==> config.mk <==
export PLATFORM = sky130hd
export DESIGN_NAME = sel_feedback_mux
export DESIGN_NICKNAME = d
export VERILOG_FILES = /design/src/rtl/sel_feedback_mux.sv
export SDC_FILE = /design/constraint.sdc
export NUM_CORES = 1
export LEC_CHECK = 0
export ABC_AREA = 1
export CAP_MARGIN = 0
export CORE_MARGIN = 2
export CORE_UTILIZATION = 35
export DETAILED_ROUTE_END_ITERATION = 10
export DONT_BUFFER_PORTS = 1
export GPL_ROUTABILITY_DRIVEN = 0
export GPL_TIMING_DRIVEN = 0
export PLACE_DENSITY = 0.51
export SLEW_MARGIN = 20
export SYNTH_ARGS = -nofsm -noshare
export SYNTH_HDL_FRONTEND = slang
export SYNTH_SLANG_ARGS = --single-unit
==> constraint.sdc <==
create_clock -name clk -period 2.5 [get_ports clk]
set_input_delay 0.5 -clock clk [delete_from_list [all_inputs] [get_ports clk]]
set_output_delay 0.5 -clock clk [all_outputs]
set_load 0.02 [all_outputs]
==> src/rtl/sel_feedback_mux.sv <==
// sel_feedback_mux
//   N-channel, WIDTH-bit selector with a registered select state and a
//   one-entry registered output stage using a valid/ready handshake.
//   The select state can hold, load, step round-robin, or step only when
//   the accepted word has odd parity (feedback mode).
//
// Ports
//   clk        rising-edge clock
//   rst_n      asynchronous active-low reset
//   ch_data    NCH packed channels, channel i at [i*WIDTH +: WIDTH]
//   in_valid   selected channel's data is valid
//   in_ready   block accepts this cycle (combinational)
//   mode       00 HOLD, 01 LOAD, 10 ROUND_ROBIN, 11 FEEDBACK
//   sel_load   load request for sel_in (honoured in every mode)
//   sel_in     select value to load
//   sel_q      current select state
//   out_valid  out_data holds a word
//   out_ready  consumer takes out_data
//   out_data   registered selected word
//   sel_err    sticky: an out-of-range sel_in load was attempted
//   xfer_cnt   accepted-transfer count, wraps modulo 2^CNTW
module sel_feedback_mux #(
  parameter  int unsigned WIDTH = 8,
  parameter  int unsigned NCH   = 4,
  parameter  int unsigned CNTW  = 16,
  localparam int unsigned SELW  = (NCH > 1) ? $clog2(NCH) : 1
) (
  input  logic                 clk,
  input  logic                 rst_n,
  input  logic [NCH*WIDTH-1:0] ch_data,
  input  logic                 in_valid,
  output logic                 in_ready,
  input  logic [1:0]           mode,
  input  logic                 sel_load,
  input  logic [SELW-1:0]      sel_in,
  output logic [SELW-1:0]      sel_q,
  output logic                 out_valid,
  input  logic                 out_ready,
  output logic [WIDTH-1:0]     out_data,
  output logic                 sel_err,
  output logic [CNTW-1:0]      xfer_cnt
);

  typedef enum logic [1:0] {
    M_HOLD = 2'b00,
    M_LOAD = 2'b01,
    M_RR   = 2'b10,
    M_FB   = 2'b11
  } mode_e;

  mode_e             mode_s;
  logic              accept;
  logic [WIDTH-1:0]  sel_word;
  logic              sel_ok;
  logic [SELW-1:0]   sel_inc;
  logic              advance;
  logic [SELW-1:0]   sel_nxt;

  assign mode_s   = mode_e'(mode);

  // A full register frees up in the same cycle it is drained.
  assign in_ready = ~out_valid | out_ready;
  assign accept   = in_valid & in_ready;

  // Compare-based mux so select codes >= NCH (non power-of-2 NCH) read as zero
  // rather than indexing past the packed bus.
  always_comb begin
    sel_word = '0;
    for (int unsigned i = 0; i < NCH; i++) begin
      if (sel_q == SELW'(i)) begin
        sel_word = ch_data[i*WIDTH +: WIDTH];
      end
    end
  end

  assign sel_ok  = (32'(sel_in) < NCH);
  assign sel_inc = (sel_q == SELW'(NCH - 1)) ? '0 : sel_q + SELW'(1);

  always_comb begin
    advance = 1'b0;
    case (mode_s)
      M_RR:    advance = accept;
      M_FB:    advance = accept & (^sel_word);
      default: advance = 1'b0;
    endcase
  end

  // Load wins over any advance; a rejected load still suppresses the advance.
  always_comb begin
    sel_nxt = sel_q;
    if (sel_load) begin
      if (sel_ok) begin
        sel_nxt = sel_in;
      end
    end else if (advance) begin
      sel_nxt = sel_inc;
    end
  end

  always_ff @(posedge clk or negedge rst_n) begin
    if (!rst_n) begin
      sel_q     <= '0;
      out_valid <= 1'b0;
      out_data  <= '0;
      sel_err   <= 1'b0;
      xfer_cnt  <= '0;
    end else begin
      sel_q <= sel_nxt;
      if (sel_load && !sel_ok) begin
        sel_err <= 1'b1;
      end
      if (accept) begin
        out_data  <= sel_word;
        out_valid <= 1'b1;
        xfer_cnt  <= xfer_cnt + CNTW'(1);
      end else if (out_ready) begin
        out_valid <= 1'b0;
      end
    end
  end

endmodule
# Yosys cells after proc, flatten, opt, wreduce, memory -nomap -nowiden
# Cells that the tools add are included.
# op_classes
n_addsub	2
n_eq_ne	5
n_mux	10
n_bitwise	4
reduce_logical	4
# ops
op	count
8-bit 2-to-1 mux	4
16-bit by 1-bit adder with 16-bit output, second input constant	1
2-bit equality test, second input constant	4
8-bit parity	1
2-bit 2-to-1 mux	3
2-bit nonzero test	2
2-bit by 1-bit adder with 2-bit output, second input constant	1
1-bit bitwise AND	2
2-bit by 1-bit equality test with 1-bit output, second input constant	1
2-bit zero test	1
1-bit 2-to-1 mux	2
1-bit case mux with 2 select lines	1
1-bit inverter	1
1-bit OR	1
# word_totals
regBits	27
in_bits	41
output_inout_bits	29
word_cells	29

# Longest topological paths before layout
# Gate-level depths: netlist of the first run.
# logic_depth
ltp_word	10
ltp_mapped	19
mapped_depth_nobuf	19

# Worst setup path before layout of the first run
# Ideal clock, no wire load.
# synth_path
path_type	register to register
start	reg sel_q[0]
end	reg sel_q[0]
arrival_time_ps	1838
required_ps	2383
path_slack_ps	545
path_stages_with_launch	20
n_path_buf	1
path_cell_list	dfrtp_1 -> inv_1 -> ha_1 -> buf_6 -> inv_4 -> nor2_1 -> nor2_1 -> nand2_1 -> nand2_2 -> inv_2 -> nand2_2 -> nand2_2 -> nand2_1 -> nand2_1 -> nand2_1 -> nand3_2 -> nand2_2 -> nand2_2 -> nand2_1 -> nand2_1
# synth_between
elab_chain_len	9
# synth_rtl
element	line_no	text
start: declaration	36	output logic [SELW-1:0] sel_q,
start signal: assignment	108	sel_q <= sel_nxt;
2-bit zero test	70	if (sel_q == SELW'(i)) begin
8-bit 2-to-1 mux (4 in a row)	70	
8-bit parity	83	M_FB: advance = accept & (^sel_word);
1-bit bitwise AND	83	
1-bit case mux with 2 select lines	81	case (mode_s)
2-bit nonzero test (no source line)	--	
# Parallel ways exist; a longest one is shown, timed or not. The select of a mux whose other input is x is not followed.
# A chain may end at the register's enable or synchronous reset.

# Worst setup path after layout of the first run
# layout_path
start	reg sel_q[0]
end	reg sel_q[1]
# The elaborated chain is that of the path after synthesis.

==> results summary, run 1 <==
The post-route netlist has 18.1% of its cells at a drive strength greater than 1. The clock network accounts for 11.8% of the total power. The internal power is 1040 uW.

After synthesis, the mean cell area works out to 7.48 um^2. In this run the number of H-tree levels came out at 1. The critical path capture point type is a flip-flop. At the later pin of the worst-skew pair, clock insertion delay measures 0.27 ns. TritonCTS built the clock tree. The combined global-route utilization of all metal layers came out at 14.3%. The initial antenna violation count is 0. The flow ran to the end, and the final reports show no timing, DRC or antenna violations. The fmax is 0.458 GHz.

The maximum count of clock buffers along a single path is 2. The share of the Yosys chip area taken by registers is 37.2%. For this block, the initial DRC count from the detailed router was 56. The fraction of power consumed by combinational cells came out at 45.6%. The number of nets in the synthesized netlist is 289.

The initial utilization of the core area, before any placement, comes to 36.0%. Setup repair after global routing left no endpoint under its margin. Across the VDD grid, the largest voltage drop is 0.365 mV. The die is 76.0 um tall. The net switching power came out at 1010 uW. The number of buffers added on ports is 0. The number of nets in the final layout is 295. By area the synthesized netlist is led by sky130_fd_sc_hd__dfrtp_1 (37%), sky130_fd_sc_hd__nand2_1 (18%), sky130_fd_sc_hd__xor2_1 (4.8%). The number of gates given a new drive strength after cts came out at 0.

The global-route wire length before repair came out at 6960 um. The clock period minus final worst setup slack is 2.18 ns. The data arrival time of the critical path came out at 2.34 ns.

The register bit count reported by yosys came out at 27. The worst setup slack before clock tree synthesis came out at 0.284 ns. Along the worst path, the maximum fanout reaches 9. Clock-pin slew was measured on the worst setup and hold paths at 0.09 ns.

The power per unit of standard cell area is 1040 mW/mm^2. The net switching fraction of the power came out at 49.4%. Entering global routing, the biggest net connects 28 pins. The worst path uses 87.3% of the clock period. The final setup skew came out at 0.00597 ns.

The average wire per standard cell came out at 12.1 um. The critical path required time came out at 2.66 ns. The max-cap check violation count is 0. The synthesized netlist occupies a cell area of 0.00182 mm^2. The cell type with the largest total area after synthesis is sky130_fd_sc_hd__dfrtp_1. Setup violations remaining at the end of the flow were counted as 0. Once the clock tree was built, the setup fixing pass inserted 0 buffers. The class of the worst hold path is input pin to async pin.

The number of buffers created by CTS is 3. The static leakage power came out at 0.00102 uW. The post-layout worst setup margin is 0.317 ns. The layout-stage area growth over the synthesis result is 8.40%. The number of nets with antenna violations after detailed routing is 0.

The post-route cell area came out at 0.00197 mm^2. The region available for standard cell placement spans 0.00504 mm^2. STA classifies the critical path startpoint as a flip-flop.

The critical path in this run is classified as flip-flop to flip-flop. The number of antenna repair diodes is 0. The average vias per placed instance is 4.62. From left edge to right edge, the die measures 76.0 um. The number of warnings issued by yosys is 0. The hold violation total from the final report is 0. The placed instances occupy a cell area of 0.00190 mm^2. The final core utilization came out at 39.1%. The detailed-router iteration count before antenna repair came out at 4. In this run the clock root is driven by a sky130_fd_sc_hd__clkbuf_8. The number of slew-limit violations in the final report is 0. The overall via count from detail_route is 1469. The standard-cell row count is 26. Synthesis produced 243 cells. The power share of the sequential group is 42.6%. The netlist uses 30 different library cells.

The tightest hold margin is 0.0371 ns. In the final timing run, aggregate negative setup slack is 0 ns. The number of sinks driven by the clock tree came out at 27. The DRC violation count after routing came out at 0. The wire-length estimate of the detail-placed layout is 3140 um. The share of synthesized area in the top cell type comes to 37.2%.

The die footprint came out at 0.00578 mm^2. The number of global-route vias before repair is 1581. The final wirelength is 3840 um. The overflow left after global routing came out at 0. The number of primary I/O pins is 70.
## synth_stat cells (all sizes together)
cell type / instances
conb: 1
inv: 25
nor2: 20
xnor2: 5
or3: 1
mux2: 1
nand3: 17
nand2: 95
ha: 5
nor4: 1
nand4: 2
a21oi: 14
o31ai: 1
dfrtp: 27
o21ai: 12
xor2: 10
buf: 5
clkbuf: 1
## power by group through the flow
| stage | registers [uW] | logic (uW) | clock network (uW) |
|---|---|---|---|
| after global routing | 901 | 1100 | 273 |
| final | 875 | 935 | 242 |
| after global placement | 889 | 918 | 0 |
| after detailed placement | 888 | 938 | 0 |
| after CTS | 881 | 953 | 258 |
| after floorplan | 842 | 790 | 0 |
## kinds of logic after synthesis
kind of cell | synth area share, %
compound gates | 8.82
flops | 37.2
other cells | 0.206
simple gates | 34.4
buf+inv | 8.06
fa+ha+maj | 3.44
xor+xnor | 7.23
mux | 0.620
## placed cells by master, fill, tap and decap left out, types with 7 or more instances in the layout
master	instances
sky130_fd_sc_hd__a21oi_1	9
sky130_fd_sc_hd__dfrtp_1	27
sky130_fd_sc_hd__inv_1	17
sky130_fd_sc_hd__inv_2	7
sky130_fd_sc_hd__nand2_1	86
sky130_fd_sc_hd__nand2_2	8
sky130_fd_sc_hd__nand3_1	13
sky130_fd_sc_hd__nor2_1	14
sky130_fd_sc_hd__o21ai_0	8
sky130_fd_sc_hd__xor2_1	10
## final timing paths
| kind | cells after the start | slack, ns | startpoint | to |
|---|---|---|---|---|
| worst max-delay path | 17 | 0.32 | sel_q[0]$_DFFE_PN0P_ | sel_q[1]$_DFFE_PN0P_ |
| worst max register to register | 17 | 0.32 | sel_q[0]$_DFFE_PN0P_ | sel_q[1]$_DFFE_PN0P_ |
| worst min register to register | 1 | 0.61 | xfer_cnt[15]$_DFFE_PN0P_ | xfer_cnt[15]$_DFFE_PN0P_ |
| min in group clk | 3 | 0.41 | sel_load | sel_q[0]$_DFFE_PN0P_ |
| max in group asynchronous | 1 | 2.30 | rst_n | xfer_cnt[1]$_DFFE_PN0P_ |
| worst min-delay path | 1 | 0.04 | rst_n | xfer_cnt[15]$_DFFE_PN0P_ |
## per-layer routing
metal	wire, um	vias up	GRT usage [%]
met5	0	-	0
met4	22	0	2.73
met3	205	2	4.15
met2	1860	28	24.2
met1	1750	674	18.4
li1	-	765	-
## registers in the layout, indices dropped and copies added, names as in the netlist
| signal | count |
|---|---|
| out_data | 8 |
| out_valid | 1 |
| sel_q | 2 |
| xfer_cnt | 16 |
## per-stage QoR
stage | total power [uW] | instances
final | 2050 | 318
after detailed placement | 1830 | 313
after CTS | 2090 | 318
after global placement | 1810 | 313
after floorplan | 1630 | 243
after global routing | 2280 | 318
## worst max-delay path, stage by stage, from the launching register on
cell                      delay (ns)
sky130_fd_sc_hd__dfrtp_1        0.56
sky130_fd_sc_hd__inv_1          0.11
sky130_fd_sc_hd__ha_1           0.22
sky130_fd_sc_hd__buf_6          0.15
sky130_fd_sc_hd__inv_4          0.09
sky130_fd_sc_hd__nand3_1        0.10
sky130_fd_sc_hd__nand2_1        0.07
sky130_fd_sc_hd__o21ai_1        0.08
sky130_fd_sc_hd__nand2_1        0.11
sky130_fd_sc_hd__nand2_1        0.08
sky130_fd_sc_hd__nand2_1        0.06
sky130_fd_sc_hd__nand2_1        0.05
sky130_fd_sc_hd__nand2_1        0.06
sky130_fd_sc_hd__nand3_2        0.09
sky130_fd_sc_hd__nand2_2        0.09
sky130_fd_sc_hd__nand2_2        0.05
sky130_fd_sc_hd__nand2_1        0.05
sky130_fd_sc_hd__nand2_1        0.05
## cell type report
cell class | instances | area (um^2)
multi-input cells | 185 | 995
plain buffers | 6 | 50.0
flip-flops and latches | 27 | 676
inverters | 25 | 96.3
well taps | 70 | 87.6
clock buffers | 4 | 45.0
repair buffers | 1 | 20.0
fillers | 545 | 3070
## repair_timing
action	CTS	global route
setup endpoints to repair	0	0
endpoints found under the hold margin	27	0
hold buffers	1	0
Note: power is estimated with default switching activity, not from simulation.
==> run 2, diff against run 1 <==
--- a/config.mk
+++ b/config.mk
@@ -5,7 +5,6 @@
 export SDC_FILE = /design/constraint.sdc
 export NUM_CORES = 1
 export LEC_CHECK = 0
-export ABC_AREA = 1
 export CAP_MARGIN = 0
 export CORE_MARGIN = 2
 export CORE_UTILIZATION = 35
==> run 2 against run 1 <==
Effect of this change:
- the flow now finishes with violations (negative setup slack)
- sequential share of layout area grew 3.3 points
- wire length fell by 3.5%
- via count decreased by 17%
- synthesized area is 14% lower
- sequential cell count unchanged
- die area down 14%
- setup slack lost 0.56 ns
- clock-buffer cell count unchanged
- clock skew increased by 0.0013 ns
- synthesized cell count is 37% lower
- final area is 8.4% lower
- total power rose by 26%
- critical endpoint is now sel_q[0]$_DFFE_PN0P_
- highest routed layer unchanged
==> results summary, run 2 <==
Setup repair after global routing could not meet its margin everywhere. The critical path goes through inv_2 -> ha_1 -> buf_6 -> a211oi_2 -> a211oi_2 -> or3_1 -> a211oi_2 -> a211oi_2 -> or2_4 -> a221oi_2. The maximum fanout encountered on the critical timing path is 10 (+1). The post-synthesis cell count is 154 (-37%). The global-route wire length before repair is 5880 um (-16%).

The proportion of register bits with asynchronous set or reset after synthesis is 100% (unchanged). The post-route cell area is 0.00180 mm^2 (-8.4%). The data arrival time of the critical path is 2.91 ns (+0.57 ns). The number of buffers added on ports was 0 (unchanged).

The average wire per standard cell came out at 17.5 um (+45%). The final wirelength is 3700 um (-3.5%). The number of antenna repair diodes is 0 (unchanged). The die boundary width came to 70.7 um (-7.1%). The buffers plus inverters on the worst setup path is 2 (-1). The clock latency at the later pin of the worst-skew pair came out at 0.27 ns (about the same). The number of buffers created by CTS was 3 (unchanged). The area after detailed placement is 0.00165 mm^2 (-14%).

The static leakage power is 0.000756 uW (-26%). The final HPWL from detailed placement came out at 2850 um (-9.1%). The largest registers in the layout are xfer_cnt: 16 flops, out_data: 8 flops, sel_q: 2 flops. The combined area of all synthesized cells is 0.00156 mm^2 (-14%).

The share of post-route cells with drive strength above 1 was 23.9% (+5.8 points). TritonCTS built the clock tree. sky130_fd_sc_hd__dfrtp_1 takes more of the synthesized area than any other cell. Counting flops per register, the top entry is xfer_cnt.

The power per unit of standard cell area is 1430 mW/mm^2 (+37%). The max-cap check violation count came out at 0 (unchanged). The maximum count of clock buffers along a single path came out at 2 (unchanged).

The sequential fraction of the synthesis area came out at 43.4% (+6.3 points). The detailed-router iteration count before antenna repair came to 2 (-2). Among all flip-flop cells after synthesis, the most frequent one is sky130_fd_sc_hd__dfrtp_1. The worst hold path belongs to the class input pin to async pin. The clock period minus final worst setup slack came to 2.74 ns (+0.560 ns).

The number of warnings issued by yosys is 0 (unchanged). The instance count after placement with tap cells included came to 206 (-34%). The largest voltage drop on the vdd net was 0.724 mV (+98%).

For this design, the slowest cell found on the critical path is sky130_fd_sc_hd__dfrtp_2. The placeable core region was 0.00432 mm^2 (-14%). In the layout the commonest cells are sky130_fd_sc_hd__dfrtp_1 (25), sky130_fd_sc_hd__nand2_1 (17), sky130_fd_sc_hd__xnor2_1 (12), sky130_fd_sc_hd__nor2_1 (7). The overflow left after global routing is 0 (unchanged). The number of primary I/O pins came to 70 (unchanged).

Counting instances in the post-synthesis netlist gives the leading cell types as sky130_fd_sc_hd__dfrtp_1 (27), sky130_fd_sc_hd__nand2_1 (17), sky130_fd_sc_hd__xnor2_1 (12), sky130_fd_sc_hd__nor2_1 (7), sky130_fd_sc_hd__a221oi_1 (6). The number of nets in the final layout is 206 (-30%). The number of flops mapped to enable cells by yosys is 0 (unchanged). The initial antenna violation count was 0 (unchanged). The number of sinks driven by the clock tree came out at 27 (unchanged). The kind of cell with the highest combined delay along the critical path is compound AO/OA/AOI/OAI gates. CTS placed an instance of sky130_fd_sc_hd__clkbuf_8 at the clock tree root. The launch point of the worst path is sel_q[1]$_DFFE_PN0P_. The average vias per placed instance is 5.75 (+24%). The worst register-to-register path ends at sel_q[0]$_DFFE_PN0P_. The overall via count from detail_route is 1213 (-17%).

The flip-flop count of the largest register after layout came to 16 (unchanged). By startpoint and endpoint, the worst setup path is classified as flip-flop to flip-flop. The cell count along the critical path came out at 10 (-7). The number of slew-limit violations in the final report is 0 (unchanged). The DRC violation count after routing came out at 0 (unchanged). The checks that failed: negative setup slack. The fraction of post-synthesis cell area in the top cell type by area is 43.4% (+6.3 points). The post-layout worst setup margin is -0.243 ns (-0.560 ns).

The number of global-route vias before repair is 1242 (-21%). The die footprint came out at 0.00499 mm^2 (-14%). The final cell count without fillers came out at 211 (-34%). Leaving out fill and tap cells, the most frequent cell in the layout is sky130_fd_sc_hd__dfrtp_1. The die outline height was 70.7 um (-7.1%).

Following the worst setup path forward leads to its endpoint at sel_q[0]$_DFFE_PN0P_. The final period utilization came out at 110% (+22 points). Ranked by total cell area, the synthesized netlist is headed by sky130_fd_sc_hd__dfrtp_1 (43%), sky130_fd_sc_hd__xnor2_1 (6.8%), sky130_fd_sc_hd__nand2_1 (4.1%). The layout-stage area growth over the synthesis result is 16.0%.

The worst register-to-register path begins at sel_q[1]$_DFFE_PN0P_. The standard-cell row count came out at 24 (-7.7%). The violation count after the first detailed-route iteration came out at 32 (-43%).

The number of nets produced by synthesis was 200 (-31%). The distinct cell type count after synthesis was 38 (+27%). The starting density of the core is 36.0% (-0.063 points).

Among all cell types in the netlist, the one instantiated most often is sky130_fd_sc_hd__dfrtp_1. The critical path required time is 2.67 ns (about the same). The worst setup path is captured at a flip-flop.

The number of nets with antenna violations after detailed routing is 0 (unchanged). The clock-pin slew of the registers on the worst-case setup and hold paths is 0.09 ns (about the same). The hold violation total from the final report is 0 (unchanged). The combined global-route utilization of all metal layers was 14.5% (+0.22 points). The final setup skew came out at 0.00724 ns (+0.00127 ns). The worst setup slack before clock tree synthesis was -0.380 ns (-0.664 ns). The total number of H-tree levels came to 1 (unchanged). The fmax is 0.365 GHz (-20%). The run finished, with violations left. The number of setup violations in the final report is 2 (+2). The number of cells on the worst reg-to-reg path is 10 (-7). The worst setup slack for register-to-register paths was -0.24 ns (-0.56 ns). The tightest hold margin was 0.0298 ns (-0.00734 ns). The largest net degree at the start of global routing came out at 28 (unchanged).

The register bit count reported by yosys is 27 (unchanged). The final core utilization is 41.7% (+2.7 points). The delay of the slowest cell on the worst path came out at 0.52 ns (-0.04 ns). The mean instance size in the synthesized netlist came out at 10.1 um^2 (+35%). Among the stages of the critical path, the cell type that occurs most often is sky130_fd_sc_hd__a211oi_2. STA classifies the critical path startpoint as a flip-flop.
run 2: changes by cell type in the layout (fill, tap and decap cells not counted), sizes merged, moves of 6 or more:
cell / before / now
nand3: 17 / 5
xnor2: 5 / 12
a21oi: 14 / 0
nand2: 95 / 17
xor2: 10 / 3
inv: 25 / 5
a221oi: 0 / 6
a211oi: 0 / 6
nor2: 20 / 7
o21ai: 12 / 1
run 2: cell type report:
type | instances | area (um^2)
plain buffers | 4 | 33.8
clock buffers | 4 | 45.0
fillers | 434 | 2520
inverters | 5 | 18.8
multi-input cells | 116 | 928
flip-flops and latches | 27 | 678
well taps | 52 | 65.1
repair buffers | 3 | 35.0
run 2: stage by stage:
stage,setup TNS [ns],power (uW)
2_1_floorplan,-0.0970,1810
3_3_place_gp,-0.514,2010
3_5_place_dp,-0.723,2070
4_1_cts,-0.454,2570
5_1_grt,-0.677,2760
6_report,-0.469,2580
run 2: how the worst min path moves through the flow:
stage               depth (start not counted)  slack [ns]                       to
finish                                      1        0.03  xfer_cnt[4]$_DFFE_PN0P_
global route                                1        0.03  xfer_cnt[4]$_DFFE_PN0P_
CTS                                         1        0.04  xfer_cnt[2]$_DFFE_PN0P_
detailed placement                          0        0.21  xfer_cnt[4]$_DFFE_PN0P_
global placement                            0        0.21  xfer_cnt[0]$_DFFE_PN0P_
floorplan                                   0        0.20  out_data[0]$_DFFE_PN0P_
run 2: cell families (layout without fill, tap and decap cells):
kind of cell | Yosys count | after routing | synth area share [%]
and+or+nand+nor | 53 | 53 | 17.1
AOI/OAI and AO/OA | 38 | 38 | 20.4
muxes | 4 | 4 | 2.90
xor gates and xnor gates | 15 | 15 | 8.45
other | 1 | 1 | 0.241
DFF | 27 | 27 | 43.4
buffers and inverters | 11 | 16 | 3.46
adders and majority gates | 5 | 5 | 4.02
run 2: power breakdown:
| group | internal [uW] | total [uW] | switching [uW] |
|---|---|---|---|
| clock network | 114 | 246 | 132 |
| registers | 563 | 876 | 313 |
| logic | 708 | 1460 | 748 |
run 2: worst register-to-register path: stages, from the launching register on:
cell	delay, ns
sky130_fd_sc_hd__dfrtp_2	0.52
sky130_fd_sc_hd__inv_2	0.07
sky130_fd_sc_hd__ha_1	0.19
sky130_fd_sc_hd__buf_6	0.15
sky130_fd_sc_hd__a211oi_2	0.25
sky130_fd_sc_hd__a211oi_2	0.12
sky130_fd_sc_hd__or3_1	0.42
sky130_fd_sc_hd__a211oi_2	0.32
sky130_fd_sc_hd__a211oi_2	0.09
sky130_fd_sc_hd__or2_4	0.28
sky130_fd_sc_hd__a221oi_2	0.23
run 2: routing by layer:
layer,track usage [%],vias to the layer above,part of all wire (%)
li1,-,577,-
met1,17.4,586,41
met2,26.6,46,52
met3,1.99,4,5.7
met4,5.03,0,1.1
met5,0,-,0
run 2: what timing repair did:
action                                  in CTS  in global routing
buffers inserted                             2                  0
hold buffers                                 1                  0
endpoints found under the setup margin       2                  5
pin swaps                                    1                  1
endpoints found under the hold margin       27                  0
resized for setup                           14                  2
==> run 3, diff against run 2 <==
--- a/config.mk
+++ b/config.mk
@@ -13,6 +13,7 @@
 export GPL_ROUTABILITY_DRIVEN = 0
 export GPL_TIMING_DRIVEN = 0
 export PLACE_DENSITY = 0.51
+export REMOVE_ABC_BUFFERS = 1
 export SLEW_MARGIN = 20
 export SYNTH_ARGS = -nofsm -noshare
 export SYNTH_HDL_FRONTEND = slang
==> run 3 against run 2 <==
Effect of this change:
- the run still ends with negative setup slack left
- clock-buffer cell count unchanged
- clock power grew 2%
- first-iteration DRC count down 25%
- largest cell class unchanged
==> results summary, run 3 (synthesis results as in run 2) <==
The flow ran to the end, but the final reports show violations. The final reports fail on negative setup slack. Leaving out fill and tap cells, the most frequent cell in the layout is sky130_fd_sc_hd__dfrtp_1. The fmax came out at 0.364 GHz (-0.20%). The DRC violation count after routing was 0 (unchanged). The starting density of the core is 36.0% (unchanged). The number of antenna repair diodes was 0 (unchanged). The internal power came out at 1420 uW (+2.1%). The initial antenna violation count is 0 (unchanged). The buffers plus inverters on the worst setup path was 1 (-1). The post-layout worst setup margin is -0.249 ns (-0.00552 ns). The number of slew-limit violations in the final report is 0 (unchanged). The kind of cell with the highest combined delay on the critical path is compound AO/OA/AOI/OAI gates. In this run the worst hold path is classified as input pin to async pin. The top cell types in the final layout, fill and taps aside, are sky130_fd_sc_hd__dfrtp_1 (25), sky130_fd_sc_hd__nand2_1 (17), sky130_fd_sc_hd__xnor2_1 (12), sky130_fd_sc_hd__nor2_1 (7), sky130_fd_sc_hd__a221oi_2 (6). The share of post-route cells with drive strength above 1 was 24.0% (+0.13 points). The violation count after the first detailed-route iteration was 24 (-25%). The largest voltage drop on the vdd net came out at 0.803 mV (+11%). The number of primary I/O pins came to 70 (unchanged).

The proportion of power drawn by the clock network was 9.3% (-0.2 points). The data arrival time of the critical path came out at 2.92 ns (about the same). The die outline height was 70.7 um (unchanged).

For the pin with the worst max-slew slack, the measured transition is 0.502 ns. The number of global-route vias before repair is 1215 (-2.2%). The maximum fanout encountered on the critical timing path came out at 7 (-3). The number of sinks driven by the clock tree is 27 (unchanged). The cell count along the critical path was 9 (-1).

The largest registers in the layout are xfer_cnt: 16 flops, out_data: 8 flops, sel_q: 2 flops. The startpoint identified for the worst register-to-register timing path is sel_q[0]$_DFFE_PN0P_. The detailed-router iteration count before antenna repair came out at 4 (+2).

The final setup skew came to 0.00344 ns (-0.00380 ns). The static leakage power is 0.000736 uW (-2.7%). The overall via count from detail_route came out at 1203 (-0.82%). The die boundary width is 70.7 um (unchanged). The worst setup slack for register-to-register paths came out at -0.25 ns (about the same). The clock period minus final worst setup slack is 2.75 ns (+0.00552 ns). The clock-pin slew of the registers on the worst-case setup and hold paths came out at 0.09 ns (about the same). The standard-cell row count came out at 24 (unchanged). The top register by number of flip-flops is xfer_cnt. The die footprint is 0.00499 mm^2 (unchanged). The maximum count of clock buffers along a single path came out at 2 (unchanged). Setup repair after global routing could not meet its margin everywhere. The flip-flop count of the largest register after layout came to 16 (unchanged). The slowest stage of the critical path belongs to the cell sky130_fd_sc_hd__dfrtp_2. The kind of critical path is flip-flop to flip-flop. The number of buffers added on ports came out at 0 (unchanged).

In this run the tightest slew margin relative to its limit is 66.5%. The average vias per placed instance came out at 5.84 (+1.6%). STA classifies the critical path startpoint as a flip-flop.

The area after detailed placement is 0.00159 mm^2 (-3.7%). The delay of the slowest cell on the worst path came out at 0.53 ns (about the same). The total number of H-tree levels came to 1 (unchanged). The final core utilization was 41.3% (-0.43 points). The placeable core region came out at 0.00432 mm^2 (unchanged).

The number of buffers created by CTS was 3 (unchanged). The number of nets with antenna violations after detailed routing came to 0 (unchanged). The number of setup violations in the final report is 2 (unchanged).

STA classifies the critical path endpoint as a flip-flop. The largest net degree at the start of global routing was 28 (unchanged). The final period utilization is 110% (+0.22 points). The net switching fraction of the power came out at 47.2% (+0.99 points). The total power draw came out at 2680 uW (+4.0%). The layout-stage area growth over the synthesis result came out at 14.8%. The most critical setup path has its endpoint at sel_q[1]$_DFFE_PN0P_. The max-cap check violation count is 0 (unchanged).

The root buffer cell chosen for the clock tree is sky130_fd_sc_hd__clkbuf_8. The combined global-route utilization of all metal layers came out at 16.1% (+1.6 points). The power per unit of standard cell area came out at 1500 mW/mm^2 (+5.1%). The power share of the sequential group is 32.4% (-1.6 points).

The net switching power is 1270 uW (+6.3%). The hold violation total from the final report came out at 0 (unchanged). TritonCTS built the clock tree. The fraction of power consumed by combinational cells is 58.3% (+1.8 points). The final HPWL from detailed placement came out at 2890 um (+1.4%). The overflow left after global routing came to 0 (unchanged). The number of nets in the final layout is 201 (-2.4%). The critical path required time was 2.67 ns (about the same). The clock latency at the later pin of the worst-skew pair is 0.27 ns (about the same). The tightest hold margin is 0.0392 ns (+0.00943 ns). The number of cells on the worst reg-to-reg path came out at 9 (-1). The endpoint identified for the worst register-to-register timing path is sel_q[1]$_DFFE_PN0P_. The post-route cell area is 0.00179 mm^2 (-1.0%). The critical path starts at sel_q[0]$_DFFE_PN0P_. The final wirelength came out at 3910 um (+5.7%).

The average wire per standard cell came out at 19.0 um (+8.2%). Walking the worst path, the cells encountered are inv_2 -> ha_2 -> or2_4 -> a221o_1 -> o211a_1 -> o211a_1 -> o211a_2 -> or2_4 -> a221oi_2. The global-route wire length before repair came to 6420 um (+9.3%).
-- run 3: cell types whose count changed in the layout (fill, tap and decap cells not counted), sizes merged --
cell / before / now
clkbuf: 5 / 4
buf: 6 / 2
-- run 3: worst min-delay path by stage --
stage / to / slack (ns) / cells past startpoint / start
floorplan: out_data[0]$_DFFE_PN0P_ / 0.20 / 0 / rst_n
CTS: xfer_cnt[11]$_DFFE_PN0P_ / 0.04 / 1 / rst_n
detailed placement: xfer_cnt[7]$_DFFE_PN0P_ / 0.21 / 0 / rst_n
global placement: xfer_cnt[7]$_DFFE_PN0P_ / 0.21 / 0 / rst_n
finish: xfer_cnt[9]$_DFFE_PN0P_ / 0.04 / 1 / rst_n
global route: xfer_cnt[8]$_DFFE_PN0P_ / 0.03 / 1 / rst_n
-- run 3: power by group through the flow --
stage,clock (uW),sequential [uW],combinational (uW)
after floorplan,0,822,914
after global placement,0,862,1070
after detailed placement,0,869,1150
after CTS,260,871,1450
after global routing,279,889,1710
final,250,868,1560
-- run 3: metrics by stage --
stage               std cells  setup slack [ns]  setup TNS, ns
finish                    206            -0.249         -0.479
global route              206            -0.363         -0.702
CTS                       206            -0.219         -0.426
detailed placement        200            -0.666          -1.31
global placement          200            -0.423         -0.846
floorplan                 148            -0.149         -0.298
-- run 3: area by class of cell --
cell class,instances,area [um^2]
repair buffers,2,27.5
multi-input cells,116,951
well taps,52,65.1
fillers,453,2540
flip-flops and latches,27,678
clock buffers,4,45.0
inverters,5,18.8
-- run 3: metal layers --
metal | part of all wire [%] | vias to the layer above | GRT usage, % | wire, um
li1 | - | 569 | - | -
met1 | 40 | 600 | 18.3 | 1550
met2 | 53 | 32 | 29.1 | 2070
met3 | 6.5 | 2 | 4.99 | 253
met4 | 0.74 | 0 | 4.40 | 29
met5 | 0 | - | 0 | 0
-- run 3: what timing repair did --
item	CTS	global route
pin swaps	2	0
endpoints found under the setup margin	2	4
setup buffers	1	0
gates resized for setup	22	7
hold buffers	1	0
hold endpoints to repair	27	0
